**src/rtl/reg_dump_ctrl_pkg.sv**
```systemverilog
// Shared types and encodings for the DLX register-dump debug sequencer.
package dlx_dbg_pkg;

   typedef enum logic [2:0] {
      IDLE,
      DRAIN,
      ISSUE,
      WAIT,
      PRESENT,
      DONE
   } dbg_state_e;

   localparam logic [5:0]  OPC_ADDI = 6'b001000;
   localparam logic [31:0] DBG_NOP  = 32'h0;
   localparam logic [4:0]  LAST_IDX = 5'd31;

   // addi r0, r<idx>, 0 : reads r<idx> on port A and writes only r0.
   function automatic logic [31:0] probe_inst(input logic [4:0] idx);
      return {OPC_ADDI, idx, 5'b00000, 16'h0000};
   endfunction

endpackage

```
**src/rtl/reg_dump_ctrl_if.sv**
```systemverilog
// Control, probe and record-stream signals between the dump sequencer and the CPU/sink side.
interface reg_dump_ctrl_if;
   logic        start;
   logic [31:0] busA_probe;
   logic        dump_ready;
   logic        override_inst;
   logic [31:0] force_inst;
   logic        busy;
   logic        dump_valid;
   logic [4:0]  dump_reg;
   logic [31:0] dump_val;
   logic        done;

   modport master (
      input  start, busA_probe, dump_ready,
      output override_inst, force_inst, busy, dump_valid, dump_reg, dump_val, done
   );

   modport slave (
      output start, busA_probe, dump_ready,
      input  override_inst, force_inst, busy, dump_valid, dump_reg, dump_val, done
   );
endinterface

```
**src/rtl/reg_dump_ctrl_timer.sv**
```systemverilog
// Loadable 8-bit down-counter with a zero flag; saturates at zero.
module dbg_timer (
   input  logic       clk,
   input  logic       reset,
   input  logic       load,
   input  logic [7:0] load_val,
   input  logic       en,
   output logic       zero
);

   logic [7:0] count_q;
   logic [7:0] count_d;

   always_comb begin
      count_d = count_q;
      if (load) begin
         count_d = load_val;
      end else if (en && (count_q != 8'd0)) begin
         count_d = count_q - 8'd1;
      end
   end

   always_ff @(posedge clk) begin
      if (reset) begin
         count_q <= 8'd0;
      end else begin
         count_q <= count_d;
      end
   end

   assign zero = (count_q == 8'd0);

endmodule

```
**src/rtl/reg_dump_ctrl.sv**
```systemverilog
// Register-file dump sequencer driving the DLX instruction-override mux.
// Define REG_DUMP_SKIP_R0_EN to start the dump at r1 instead of r0.
module reg_dump_ctrl
   import dlx_dbg_pkg::*;
#(
   parameter int unsigned DRAIN_CYCLES = 4,
   parameter int unsigned CAPTURE_LAT  = 1
) (
   input  logic              clk,
   input  logic              reset,
   reg_dump_ctrl_if.master   dbg
);

`ifdef REG_DUMP_SKIP_R0_EN
   localparam logic [4:0] FIRST_IDX = 5'd1;
`else
   localparam logic [4:0] FIRST_IDX = 5'd0;
`endif

   // Timer holds "cycles remaining after this one", so the phase ends when it reads zero.
   localparam logic [7:0] DRAIN_LOAD = 8'(DRAIN_CYCLES - 1);
   localparam logic [7:0] WAIT_LOAD  = 8'(CAPTURE_LAT - 1);

   dbg_state_e  state_q, state_d;
   logic [4:0]  idx_q, idx_d;
   logic        override_q, override_d;
   logic [31:0] force_q, force_d;
   logic        busy_q, busy_d;
   logic        valid_q, valid_d;
   logic [4:0]  dump_reg_q, dump_reg_d;
   logic [31:0] dump_val_q, dump_val_d;
   logic        done_q, done_d;

   logic        tmr_load;
   logic [7:0]  tmr_val;
   logic        tmr_zero;

   dbg_timer u_timer (
      .clk      (clk),
      .reset    (reset),
      .load     (tmr_load),
      .load_val (tmr_val),
      .en       (1'b1),
      .zero     (tmr_zero)
   );

   always_comb begin
      state_d    = state_q;
      idx_d      = idx_q;
      tmr_load   = 1'b0;
      tmr_val    = 8'd0;
      dump_reg_d = dump_reg_q;
      dump_val_d = dump_val_q;

      case (state_q)
         IDLE: begin
            if (dbg.start) begin
               state_d  = DRAIN;
               idx_d    = FIRST_IDX;
               tmr_load = 1'b1;
               tmr_val  = DRAIN_LOAD;
            end
         end
         DRAIN: begin
            if (tmr_zero) state_d = ISSUE;
         end
         ISSUE: begin
            state_d  = WAIT;
            tmr_load = 1'b1;
            tmr_val  = WAIT_LOAD;
         end
         WAIT: begin
            if (tmr_zero) begin
               state_d    = PRESENT;
               dump_reg_d = idx_q;
               dump_val_d = dbg.busA_probe;
            end
         end
         PRESENT: begin
            if (dbg.dump_ready) begin
               if (idx_q == LAST_IDX) begin
                  state_d = DONE;
               end else begin
                  state_d = ISSUE;
                  idx_d   = idx_q + 5'd1;
               end
            end
         end
         DONE:    state_d = IDLE;
         default: state_d = IDLE;
      endcase

      // Outputs are decoded from the next state so they are registered with it.
      override_d = (state_d != IDLE);
      busy_d     = (state_d != IDLE);
      valid_d    = (state_d == PRESENT);
      done_d     = (state_d == DONE);
      force_d    = DBG_NOP;
      if ((state_d == ISSUE) || (state_d == WAIT) || (state_d == PRESENT)) begin
         force_d = probe_inst(idx_d);
      end
   end

   always_ff @(posedge clk) begin
      if (reset) begin
         state_q    <= IDLE;
         idx_q      <= FIRST_IDX;
         override_q <= 1'b0;
         force_q    <= DBG_NOP;
         busy_q     <= 1'b0;
         valid_q    <= 1'b0;
         dump_reg_q <= 5'd0;
         dump_val_q <= 32'd0;
         done_q     <= 1'b0;
      end else begin
         state_q    <= state_d;
         idx_q      <= idx_d;
         override_q <= override_d;
         force_q    <= force_d;
         busy_q     <= busy_d;
         valid_q    <= valid_d;
         dump_reg_q <= dump_reg_d;
         dump_val_q <= dump_val_d;
         done_q     <= done_d;
      end
   end

   assign dbg.override_inst = override_q;
   assign dbg.force_inst    = force_q;
   assign dbg.busy          = busy_q;
   assign dbg.dump_valid    = valid_q;
   assign dbg.dump_reg      = dump_reg_q;
   assign dbg.dump_val      = dump_val_q;
   assign dbg.done          = done_q;

endmodule

```
**src/flat_wrapper.sv**
```systemverilog
// flat-port wrapper written by rule: the top's interface ports become plain ports
module reg_dump_ctrl_flat import dlx_dbg_pkg::*;
#(
   parameter int unsigned DRAIN_CYCLES = 4,
   parameter int unsigned CAPTURE_LAT  = 1
)
  (clk, reset, dbg_start, dbg_busA_probe, dbg_dump_ready, dbg_override_inst, dbg_force_inst, dbg_busy, dbg_dump_valid, dbg_dump_reg, dbg_dump_val, dbg_done);
  reg_dump_ctrl_if dbg_i ();
  input  logic clk;
  input  logic reset;
  input wire logic [$bits(dbg_i.start)-1:0] dbg_start;
  input wire logic [$bits(dbg_i.busA_probe)-1:0] dbg_busA_probe;
  input wire logic [$bits(dbg_i.dump_ready)-1:0] dbg_dump_ready;
  output wire logic [$bits(dbg_i.override_inst)-1:0] dbg_override_inst;
  output wire logic [$bits(dbg_i.force_inst)-1:0] dbg_force_inst;
  output wire logic [$bits(dbg_i.busy)-1:0] dbg_busy;
  output wire logic [$bits(dbg_i.dump_valid)-1:0] dbg_dump_valid;
  output wire logic [$bits(dbg_i.dump_reg)-1:0] dbg_dump_reg;
  output wire logic [$bits(dbg_i.dump_val)-1:0] dbg_dump_val;
  output wire logic [$bits(dbg_i.done)-1:0] dbg_done;
  assign dbg_i.start = dbg_start;
  assign dbg_i.busA_probe = dbg_busA_probe;
  assign dbg_i.dump_ready = dbg_dump_ready;
  assign dbg_override_inst = dbg_i.override_inst;
  assign dbg_force_inst = dbg_i.force_inst;
  assign dbg_busy = dbg_i.busy;
  assign dbg_dump_valid = dbg_i.dump_valid;
  assign dbg_dump_reg = dbg_i.dump_reg;
  assign dbg_dump_val = dbg_i.dump_val;
  assign dbg_done = dbg_i.done;
  reg_dump_ctrl #(.DRAIN_CYCLES(DRAIN_CYCLES), .CAPTURE_LAT(CAPTURE_LAT)) u_core (.clk(clk), .reset(reset), .dbg(dbg_i));
endmodule
```
**config.mk**
```make
export PLATFORM = sky130hd
export DESIGN_NAME = reg_dump_ctrl_flat
export DESIGN_NICKNAME = d
export VERILOG_FILES = /design/src/rtl/reg_dump_ctrl_pkg.sv /design/src/rtl/reg_dump_ctrl_if.sv /design/src/rtl/reg_dump_ctrl_timer.sv /design/src/rtl/reg_dump_ctrl.sv /design/src/flat_wrapper.sv
export SDC_FILE = /design/constraint.sdc
export NUM_CORES = 1
export LEC_CHECK = 0
export ABC_AREA = 1
export BUFFER_PORTS_ARGS = -buffer_cell sky130_fd_sc_hd__buf_2
export CAP_MARGIN = 20
export CELL_PAD_IN_SITES_DETAIL_PLACEMENT = 1
export CELL_PAD_IN_SITES_GLOBAL_PLACEMENT = 1
export CORE_MARGIN = 3
export CORE_UTILIZATION = 30
export CTS_BUF_LIST = sky130_fd_sc_hd__clkbuf_16
export CTS_CLUSTER_SIZE = 28
export DETAILED_ROUTE_END_ITERATION = 16
export PLACE_DENSITY = 0.73
export SLEW_MARGIN = 10
export SYNTH_ARGS = -nofsm -noshare
export SYNTH_HDL_FRONTEND = slang
export SYNTH_SLANG_ARGS = --single-unit
```
**constraint.sdc**
```tcl
create_clock -name clk -period 1.5 [get_ports clk]
set_input_delay 0.15 -clock clk [delete_from_list [all_inputs] [get_ports clk]]
set_output_delay 0.15 -clock clk [all_outputs]
set_load 0.05 [all_outputs]
```
==> impl_metrics.toml <==
[status]
status = "finished, final reports clean"

[timing]
min_period_ns = 1.476
period_share_pct = 98.39
skew_ns = 0.005311
setup_violations = 0
worst_pin_slew_ns = 0.4992
max_freq_mhz = 677.6
fin_hold_ws_ns = 0.06709
grt_setup_unrepaired = "yes"
drv_slew = 0
relSlewSlack_pct = 66.68
hold_viol_final = 0

[setup_path]
path_buf_inv = 2
crit_path_end_kind = "flop"
r2r_setup_slack_ns = 0.02
worstPathCellList = "inv_2 -> ha_4 -> nand2_4 -> nor2_4 -> nand2_4 -> buf_12 -> a21oi_4 -> nand2_4 -> a21oi_2"
critPathTopFamily = "simple AND/OR/NAND/NOR gates"
crit_path_max_fanout = 7
crit_required_ns = 1.75
crit_top_cell = "nand2_4"
cp.arrival_ns = 1.72
path_class = "flop to flop"
start_kind = "flop"
cpPeakStageDelay_ns = 0.32
cp_slowest_cell = "dfxtp_2"

[cells_and_area]
final_nets = 486
n_antenna_cell = 0
area_growth_pct = 40.75
utilization_pct = 43.91
largest_reg_flops = 32
multi_input_area_um2 = 1205
fillers = 1050
drive_above_1_share_pct = 38.19
finalNonFillerCells = 558
seq_area_um2 = 1245

[synthesis]
netlist.area_leader.share_pct = 48.18
synth_most_common_cell = "nor2_1"
synthCells = 336
ys_ff_latch = 62
async_flop_share_pct = 0
yosysTopAreaCell = "dfxtp_1"
synth.top_cells.by_count = "nor2_1, dfxtp_1, o21ai_0"
synth_area_um2 = 2576
yosys_warnings = 0
avgSynthCellArea_um2 = 7.667
netlist_top_cells_area = "dfxtp_1, nor2_1, o21ai_0"
synth-edff-count = 0
yosysSeqAreaShare_pct = 48.18
synth_cell_types = 28
synthFlopType = "dfxtp_1"

[placement]
dp.cells = 528
port_buffers = 82
place_hpwl_um = 5099
place_congestion = 0.7789

[detailed_routing]
drtIter0Drc = 62
m1WireLength_um = 3182
wirelength_um = 7220
ant_nets = 0
dr.pass1.iters = 4
wl_met2_um = 3506
via_count = 2436
wl_met3_um = 472
routedWlPerCell_um = 12.94
drc = 0
vias_per_cell = 4.366
highest_layer = "met4"

[floorplan]
die_w_um = 98.67
core_region_area_um2 = 8258
rows = 33
die_h_um = 98.67
start_util_pct = 31.20
io_pins = 109
fp.dieArea_um2 = 9736

[clock_tree]
insertion_delay_ns = 0.32
clock_sinks = 62
cts-buffers-inserted = 9
cts_root_buf = "clkbuf_16"
htreeDepth = 3
clockBufferDepth = 2
cts_tree = "done"
path_clk_slew_ns = 0.05

[pwr]
power_uw = 6430
p_leak_uw = 0.001792
max-vdd-ir-drop_mv = 0.8082
powerDensity_nw_per_um2 = 1773

[job]
cap_violations = 0

[grt]
antenna_found_initial = 0
grt_max_degree = 17
grt-ovfl-total = 0
grt_pass1_vias = 2454
grt_pass1_wl_um = 11620
track_usage_pct = 14.89

[min_path]
hold_path.class = "primary input to flop"
## what timing repair did
action / 4_1_cts / 5_1_grt
gates cloned: 1 / 0
hold endpoints to repair: 0 / 0
hold buffers: 0 / 0
endpoints found under the setup margin: 22 / 49
pin swaps: 7 / 8
buffers inserted: 9 / 4
resized for setup: 14 / 54
## final cells by class
type	instances	area share, %
clock buffers	9	6.211
inverters	20	2.070
multi-input cells	239	33.23
repair buffers	116	19.60
clock inverters	7	0.9317
flip-flops and latches	62	34.33
well taps	105	3.623
## metal layers
| metal | vias up | GRT usage (%) |
|---|---|---|
| li1 | 1241 | - |
| met5 | - | 0 |
| met4 | 0 | 4.727 |
| met3 | 7 | 4.812 |
| met2 | 76 | 24.75 |
| met1 | 1112 | 18.32 |
## path summary, 6_finish.rpt
kind                          endpoint  cells after the start                      start
max reg2reg  u_core.dbg.force_inst[25]                      9  u_core.u_timer.count_q[0]
min             u_core.dbg.dump_val[5]                      3          dbg_busA_probe[5]
max          u_core.dbg.force_inst[25]                      9  u_core.u_timer.count_q[0]
min reg2reg    u_core.dbg.dump_val[21]                      2    u_core.dbg.dump_val[21]
## power breakdown
group	total (uW)	internal [uW]	leakage, uW	switching [uW]
Sequential	2000	1850	0.000502	142
Clock	1780	1090	0.000135	690
Combinational	2660	1060	0.00116	1600
## cell usage in the layout, fill, tap and decap left out, types with 2 or more instances in the layout
master	instances
inv_2	4
conb_1	26
nor2_2	6
o21ai_1	15
buf_2	82
a21oi_1	10
nand3_1	3
xor2_1	3
buf_4	30
dfxtp_2	3
nor2_1	90
nand2_1	26
nor2_4	2
clkbuf_16	9
buf_6	2
o21ai_0	20
clkinv_2	3
nand3_2	2
nand2_4	4
nor3_1	2
inv_1	18
o21ai_2	10
nor4_1	2
nand2_2	5
dfxtp_1	59
a21oi_2	4
## tightest hold or removal path, stage by stage
cell and delay, ns:
buf_2 0.08, o21ai_1 0.06, nor2_1 0.07
## kinds of logic after synthesis
group	share of synthesized area, %
simple gates	22.92
buf+inv	13.74
flops	48.18
compound gates	12.68
other cells	0.1456
fa+ha+maj	0.9712
xor+xnor	1.360
## stage by stage
stage	setup slack, ns	TNS [ns]	cell area (um2)
3_3_place_gp	0.01285	0	3095
3_5_place_dp	-0.07794	-0.3823	3095
4_1_cts	0.007009	0	3493
5_1_grt	-0.09430	-0.6331	3626
6_report	0.02416	0	3626
2_1_floorplan	0.03012	0	2670
Power figures use the tool's default switching activity.
